## src/rtl/uart_dbus_pkg.sv

```systemverilog
// Shared definitions for the UART-to-dbus debug bridge.
// Optional bus timeout lives behind UART_DBUS_BUS_TIMEOUT_EN.
package uart_dbus_pkg;

  typedef enum logic [2:0] {
    S_IDLE,
    S_ADDR,
    S_WDATA,
    S_BUS,
    S_RESP
  } state_e;

  localparam logic [1:0] CMD_RD = 2'b01;
  localparam logic [1:0] CMD_WR = 2'b10;

  localparam logic [7:0] ACK_DEF = 8'hA5;
  localparam logic [7:0] ERR_DEF = 8'hEE;

  localparam int TXQ_DEPTH = 5;

  // A zero byteenable field in CMD means all four lanes.
  function automatic logic [3:0] cmd_be(input logic [7:0] cmd);
    return (cmd[7:4] == 4'h0) ? 4'hF : cmd[7:4];
  endfunction

  function automatic logic cmd_legal(input logic [7:0] cmd);
    return (cmd[1:0] == CMD_RD) || (cmd[1:0] == CMD_WR);
  endfunction

endpackage

```

## src/rtl/uart_dbus_txq.sv

```systemverilog
// Response shifter: loads a word plus trailer byte, or a trailer
// alone, and drains it LSB first under tx_valid/tx_ready.
module uart_dbus_txq
  import uart_dbus_pkg::*;
(
  input  logic        clk,
  input  logic        rst,
  input  logic        load_i,
  input  logic        word_en_i,
  input  logic [31:0] word_i,
  input  logic [7:0]  trailer_i,
  input  logic        tx_ready_i,
  output logic [7:0]  tx_data_o,
  output logic        tx_valid_o,
  output logic        last_o
);

  logic [TXQ_DEPTH-1:0][7:0] buf_q;
  logic [2:0]                cnt_q;
  logic                      valid_q;
  logic                      take;

  assign take = valid_q && tx_ready_i;

  always_ff @(posedge clk or posedge rst) begin
    if (rst) begin
      buf_q   <= '0;
      cnt_q   <= 3'd0;
      valid_q <= 1'b0;
    end else if (load_i) begin
      valid_q <= 1'b1;
      if (word_en_i) begin
        buf_q <= {trailer_i, word_i};
        cnt_q <= 3'd5;
      end else begin
        buf_q <= {32'h0, trailer_i};
        cnt_q <= 3'd1;
      end
    end else if (take) begin
      buf_q   <= {8'h00, buf_q[TXQ_DEPTH-1:1]};
      cnt_q   <= cnt_q - 3'd1;
      valid_q <= (cnt_q != 3'd1);
    end
  end

  assign tx_data_o  = buf_q[0];
  assign tx_valid_o = valid_q;
  assign last_o     = take && (cnt_q == 3'd1);

endmodule

```

## src/rtl/uart_dbus_master.sv

```systemverilog
// UART byte stream to single-word dbus transactions, results as bytes.
// Define UART_DBUS_BUS_TIMEOUT_EN to abort requests stalled too long.
module uart_dbus_master
  import uart_dbus_pkg::*;
#(
  parameter logic [23:0] RX_GAP_CYCLES      = 24'd5000000,
  parameter logic [15:0] BUS_TIMEOUT_CYCLES = 16'd4096,
  parameter logic [7:0]  ACK_BYTE           = ACK_DEF,
  parameter logic [7:0]  ERR_BYTE           = ERR_DEF
) (
  input  logic        clk,
  input  logic        rst,
  input  logic [7:0]  rx_data,
  input  logic        rx_valid,
  output logic [7:0]  tx_data,
  output logic        tx_valid,
  input  logic        tx_ready,
  output logic [31:0] bus_address,
  output logic [3:0]  bus_byteenable,
  output logic        bus_read,
  output logic        bus_write,
  output logic [31:0] bus_wrdata,
  input  logic [31:0] bus_rddata,
  input  logic        bus_stall,
  output logic        busy,
  output logic        overrun
);

  state_e      state_q;
  logic        wr_op_q;
  logic [3:0]  be_q;
  logic [31:0] addr_q;
  logic [31:0] wdata_q;
  logic [1:0]  cnt_q;
  logic [23:0] gap_q;
  logic        rd_q;
  logic        wr_q;
  logic        ovr_q;

  logic        gap_to;
  logic        bus_done;
  logic        bus_abort;
  logic        ld_ok;
  logic        ld_err;
  logic        tx_last;

  assign gap_to   = (gap_q == RX_GAP_CYCLES);
  assign bus_done = (rd_q || wr_q) && !bus_stall;

`ifdef UART_DBUS_BUS_TIMEOUT_EN
  logic [15:0] stall_q;

  always_ff @(posedge clk or posedge rst) begin
    if (rst) begin
      stall_q <= 16'd0;
    end else if ((state_q == S_BUS) && bus_stall) begin
      stall_q <= stall_q + 16'd1;
    end else begin
      stall_q <= 16'd0;
    end
  end

  assign bus_abort = (state_q == S_BUS) && bus_stall &&
                     (stall_q == BUS_TIMEOUT_CYCLES - 16'd1);
`else
  logic unused_tmo;
  assign unused_tmo = ^BUS_TIMEOUT_CYCLES;
  assign bus_abort  = 1'b0;
`endif

  assign ld_ok  = (state_q == S_BUS) && bus_done;
  assign ld_err = ((state_q == S_IDLE) && rx_valid && !cmd_legal(rx_data))
                || bus_abort;

  always_ff @(posedge clk or posedge rst) begin
    if (rst) begin
      state_q <= S_IDLE;
      wr_op_q <= 1'b0;
      be_q    <= 4'h0;
      addr_q  <= 32'h0;
      wdata_q <= 32'h0;
      cnt_q   <= 2'd0;
      gap_q   <= 24'd0;
      rd_q    <= 1'b0;
      wr_q    <= 1'b0;
      ovr_q   <= 1'b0;
    end else begin
      ovr_q <= 1'b0;
      unique case (state_q)
        S_IDLE: begin
          if (rx_valid) begin
            if (cmd_legal(rx_data)) begin
              wr_op_q <= (rx_data[1:0] == CMD_WR);
              be_q    <= cmd_be(rx_data);
              cnt_q   <= 2'd0;
              gap_q   <= 24'd0;
              state_q <= S_ADDR;
            end else begin
              state_q <= S_RESP;
            end
          end
        end
        S_ADDR, S_WDATA: begin
          // Timeout beats a byte arriving on the same cycle.
          if (gap_to) begin
            gap_q   <= 24'd0;
            ovr_q   <= rx_valid;
            state_q <= S_IDLE;
          end else if (rx_valid) begin
            gap_q <= 24'd0;
            cnt_q <= cnt_q + 2'd1;
            if (state_q == S_ADDR) begin
              addr_q[{cnt_q, 3'b000} +: 8] <= rx_data;
            end else begin
              wdata_q[{cnt_q, 3'b000} +: 8] <= rx_data;
            end
            if (cnt_q == 2'd3) begin
              if ((state_q == S_WDATA) || !wr_op_q) begin
                rd_q    <= !wr_op_q;
                wr_q    <= wr_op_q;
                state_q <= S_BUS;
              end else begin
                state_q <= S_WDATA;
              end
            end
          end else begin
            gap_q <= gap_q + 24'd1;
          end
        end
        S_BUS: begin
          ovr_q <= rx_valid;
          if (bus_done || bus_abort) begin
            rd_q    <= 1'b0;
            wr_q    <= 1'b0;
            state_q <= S_RESP;
          end
        end
        S_RESP: begin
          ovr_q <= rx_valid;
          if (tx_last) begin
            state_q <= S_IDLE;
          end
        end
        default: state_q <= S_IDLE;
      endcase
    end
  end

  uart_dbus_txq u_txq (
    .clk        (clk),
    .rst        (rst),
    .load_i     (ld_ok || ld_err),
    .word_en_i  (ld_ok && !wr_op_q),
    .word_i     (bus_rddata),
    .trailer_i  (ld_err ? ERR_BYTE : ACK_BYTE),
    .tx_ready_i (tx_ready),
    .tx_data_o  (tx_data),
    .tx_valid_o (tx_valid),
    .last_o     (tx_last)
  );

  assign bus_address    = {addr_q[31:2], 2'b00};
  assign bus_byteenable = be_q;
  assign bus_wrdata     = wdata_q;
  assign bus_read       = rd_q;
  assign bus_write      = wr_q;
  assign busy           = (state_q != S_IDLE);
  assign overrun        = ovr_q;

endmodule

```

## config.mk

```make
export PLATFORM = sky130hd
export DESIGN_NAME = uart_dbus_master
export DESIGN_NICKNAME = d
export VERILOG_FILES = /design/src/rtl/uart_dbus_pkg.sv /design/src/rtl/uart_dbus_txq.sv /design/src/rtl/uart_dbus_master.sv
export SDC_FILE = /design/constraint.sdc
export NUM_CORES = 1
export LEC_CHECK = 0
export CAP_MARGIN = 20
export CORE_ASPECT_RATIO = 0.5
export CORE_MARGIN = 5
export CORE_UTILIZATION = 45
export DETAILED_ROUTE_END_ITERATION = 10
export HOLD_SLACK_MARGIN = 0.08
export PLACE_DENSITY = 0.71
export SYNTH_ARGS = -nofsm -noshare
export SYNTH_HDL_FRONTEND = slang
export SYNTH_SLANG_ARGS = --single-unit
```

## constraint.sdc

```tcl
create_clock -name clk -period 5.52 [get_ports clk]
set_clock_uncertainty 0.05 [all_clocks]
set_input_delay 1.38 -clock clk [delete_from_list [all_inputs] [get_ports clk]]
set_output_delay 1.38 -clock clk [all_outputs]
set_load 0.02 [all_outputs]
```

==> summary by stage <==
Run status
The run finished with clean final reports.

Clock tree
The longest clock path from root to sink contains 2 buffers. Post-CTS timing repair inserted 0 buffers for setup. The clock tree from TritonCTS is yes. The number of clock buffers inserted by TritonCTS is 17. The quantity of hold-fixing buffers added after cts is 0. For this design, the sink count on the clock tree is 138. The cell at the root of the clock tree is clkbuf_16. The insertion delay of the later-clocked pin in the worst-skew pair is between 0.4 and 0.5 ns. The clock tree synthesis step divided the H-tree into 4 levels.

The post-cts sizing count is 0. The clock slew at the register clock pins of the worst setup and hold paths is ~0.06 ns.

Power
The overall power after layout is 0.00389 W. For this design the static power due to leakage is between 3 and 4 nW. IR analysis of the VDD net gives a maximum drop of 0.262 mV.

The ratio of total power to cell area is approximately 450 nW/um^2.

Timing
Setup repair after global routing left no endpoint under its margin. The final period utilization is 0.684. Setup violations remaining at the end of the flow were counted as 0.

The headroom to the max-slew limit is 0.355. For the final routed database, the setup TNS stands at 0 ns. The max-slew violation count is 0. Static timing analysis puts the maximum clock frequency at ~0.26 GHz. For the finished layout, the period the worst path requires is ~3.8 ns.

The final count of hold timing violations was 0. The pin slew with the least headroom to its limit is 0.967 ns. Across all hold checks on the routed design, the worst slack comes to between 0.4 and 0.5 ns.

Placed design
In this run, placement finished with an instance count of 913. The instance area at placement is around 8000 um^2. The total half-perimeter wirelength after legalization and detailed placement is 11500 um. At the end of routability-driven placement, the weighted congestion stood at about 0.84. During placement, the flow inserted port buffers numbering between 100 and 150.

Floorplan
The number of placed I/O pins is about 130. The row count is 31. The die area is approximately 17000 um^2. The die is 95.7 um tall.

The initial utilization of the core area, before any placement, comes to 0.458. The floorplan step set the die width to between 150 and 200 um. The placeable core region is roughly 14000 um^2.

Logic synthesis
Yosys mapped a number of flops with a built-in enable equal to 0. In this run, synthesis produced a sequential element count of 138. The most used flip-flop cell after synthesis is dfrtp_1.

The number of unique standard cell types used by synthesis is 63. During synthesis, Yosys emitted a total of 0 warnings. The synthesized instance count is 618.

The combined area of all synthesized cells is 6600 um^2. Counting flops with an async set or reset pin after synthesis yields a share of 1.00. A synthesized cell averages 10.7 um^2. The fraction of the yosys area taken by sequential cells is 0.523.

Drt
The first TritonRoute pass finished after 4 iterations. The total via count in the routed design is slightly above 5000. In this run the remaining antenna-violating nets after routing total 0.

The mean number of vias per cell is approximately 5.4. The average wire length per cell after detail routing is ~17 um. The sum of routed wire length over all layers is between 15000 and 20000 um.

The first-iteration detailed-routing DRC count is ~290. After detailed routing, the number of remaining DRC violations is 0.

Setup path
In this run the worst path has a maximum fanout of 25. The type of destination of the critical path is a flop. The required time at the endpoint of the critical path is between 5 and 6 ns.

The stage delay of the slowest cell on the critical path is 0.91 ns. The largest individual stage delay along the critical path comes from the cell clkdlybuf4s50_1. The signal on the critical path passes through clkdlybuf4s50_1, nor4b_1, a22oi_1, buf_4, nand2_1, o21a_1, o22a_1. The startpoint-to-endpoint class of the critical path is in2reg.

The buffer and inverter count on the worst path is 2. The startpoint kind of the worst setup timing path is an input pin. The arrival time of data at the critical path endpoint is approximately 4 ns.

The kind of cell adding the most delay to the critical path is buffers and inverters.

Global route
The initial antenna violation count was 0. The via count of the first global-routing pass is roughly 5300. Entering global routing, the biggest net connects 73 pins.

The total global routing track utilization is 0.199. Summed over all layers, the global routing overflow is 0. The wire length of the first global-routing pass is 27600 um.

Layout
The layout has about 1200 filler cells. Once layout is complete, the cells apart from fillers number between 900 and 1000. The post-synthesis to final-layout area growth is 30.3%. For this run, the post-layout net count is 790. In the final layout, the share of cells above drive strength 1 is 0.160.

The finished layout cell area is approximately 8600 um^2. The number of antenna diodes in the final layout is 0.

Min path
The worst hold path belongs to the class reg2reg.

Flow run
Across the run, the number of max-cap violations was 0.
[placed cells by master (no fill, tap or decap), types with 6 or more instances in the layout]
cell type and count:
nand4_2 6, inv_1 14, nor3_1 17, and2_1 22, dfrtp_1 138, nand3_1 8
xnor2_1 18, a21o_1 6, ha_1 10, nand4_1 8, o21ai_0 26, clkdlybuf4s50_1 123
and3_1 11, clkbuf_16 17, mux2_2 65, nand2_1 55, nor2_1 72, a21oi_1 36
[worst register-to-register path, stage by stage (launching register included)]
cell and delay, ns:
dfrtp_1 0.42, inv_1 0.10, ha_1 0.14, or4b_4 0.48
nor4_4 0.29, nand2_1 0.43, a21oi_2 0.88, o21ai_0 0.20
[flip-flops by register name, indices dropped and copies added, names as in the netlist]
name,cells
bus_read,1
cnt_q,2
u_txq.cnt_q,3
u_txq.tx_valid_o,1
gap_q,24
u_txq.tx_data_o,8
bus_wrdata,32
u_txq.buf_q,27
wr_op_q,1
addr_q,30
bus_write,1
state_q,3
overrun,1
bus_byteenable,4
[routing by layer]
layer,part of all wire,track usage
met1,0.45,0.254
met2,0.46,0.320
met4,0.012,0.0643
met3,0.073,0.0728
met5,0,0
[power by group]
| part | switching [W] | total, W | internal, W |
|---|---|---|---|
| sequential | 0.000194 | 0.00145 | 0.00126 |
| clock | 0.000485 | 0.00117 | 0.000687 |
| combinational | 0.000699 | 0.00127 | 0.000568 |
| total | 0.00138 | 0.00389 | 0.00251 |
[path summary, 6_finish.rpt]
check	from	endpoint	slack, ns	cells past startpoint
worst max-delay path	rx_valid	u_txq.cnt_q[2]$_DFFE_PP0P_	1.74	7
worst min-delay path	u_txq.buf_q[37]$_DFFE_PP0P_	u_txq.buf_q[37]$_DFFE_PP0P_	0.42	1
worst max register to register	gap_q[0]$_DFFE_PP0P_	gap_q[9]$_DFFE_PP0P_	2.38	7
worst min register to register	u_txq.buf_q[37]$_DFFE_PP0P_	u_txq.buf_q[37]$_DFFE_PP0P_	0.42	1
max in group asynchronous	rst	gap_q[6]$_DFFE_PP0P_	3.57	3
min in group asynchronous	rst	bus_write$_DFFE_PP0P_	1.21	2
[cell families (layout without fill, tap and decap cells)]
group	after synthesis	count (layout)	synth area share
xor gates and xnor gates	22	22	0.0292
AOI/OAI and AO/OA	102	102	0.0987
other	1	2	0.000568
DFF	138	138	0.523
and+or+nand+nor	230	230	0.180
adders and majority gates	10	10	0.0190
muxes	68	68	0.115
buffers and inverters	47	176	0.0343
[cell usage after synthesis (2+ instances only)]
master | number | share of area
a21oi_1 | 36 | 0.027
a22o_1 | 3 | 0.0040
nand3_1 | 8 | 0.0061
nor2_1 | 73 | 0.042
xnor2_1 | 18 | 0.024
and4_1 | 3 | 0.0040
clkbuf_1 | 16 | 0.0091
dfrtp_1 | 138 | 0.52
buf_4 | 10 | 0.011
nand2b_1 | 2 | 0.0019
nand2_1 | 55 | 0.031
and2_1 | 22 | 0.021
a31oi_1 | 3 | 0.0028
nand3b_1 | 3 | 0.0034
a311o_1 | 2 | 0.0030
nor4_1 | 3 | 0.0028
o21a_1 | 2 | 0.0023
nor4b_1 | 4 | 0.0053
o21ai_0 | 26 | 0.020
nor2b_1 | 3 | 0.0028
o2111ai_1 | 2 | 0.0027
nor3_1 | 17 | 0.013
inv_1 | 15 | 0.0085
mux2_2 | 65 | 0.11
a2111oi_0 | 2 | 0.0027
and3_1 | 11 | 0.010
xor2_1 | 4 | 0.0053
o211ai_1 | 3 | 0.0034
nor3b_1 | 2 | 0.0023
buf_2 | 4 | 0.0030
mux2i_1 | 3 | 0.0045
ha_1 | 10 | 0.019
nand4_1 | 8 | 0.0076
o2bb2ai_1 | 3 | 0.0040
a21o_1 | 6 | 0.0068
nand4_2 | 6 | 0.011
[per-stage QoR]
step	setup WS, ns	utilization
floorplan	0.394	-
global placement	1.46	0.551
detailed placement	1.37	0.553
CTS	1.78	0.595
global route	1.53	0.596
finish	1.74	0.596
[area by class of cell]
type                            count  area [um^2]  share of cell area
Timing Repair Buffer              129         1300               0.152
Multi-Input combinational cell    434         2930               0.341
Tap cell                          198          248              0.0288
Clock buffer                       18          429              0.0499
Sequential cell                   138         3450               0.402
Clock inverter                     14          179              0.0208
Inverter                           15         58.8             0.00684
No activity file was read; power rests on OpenSTA's default activity.
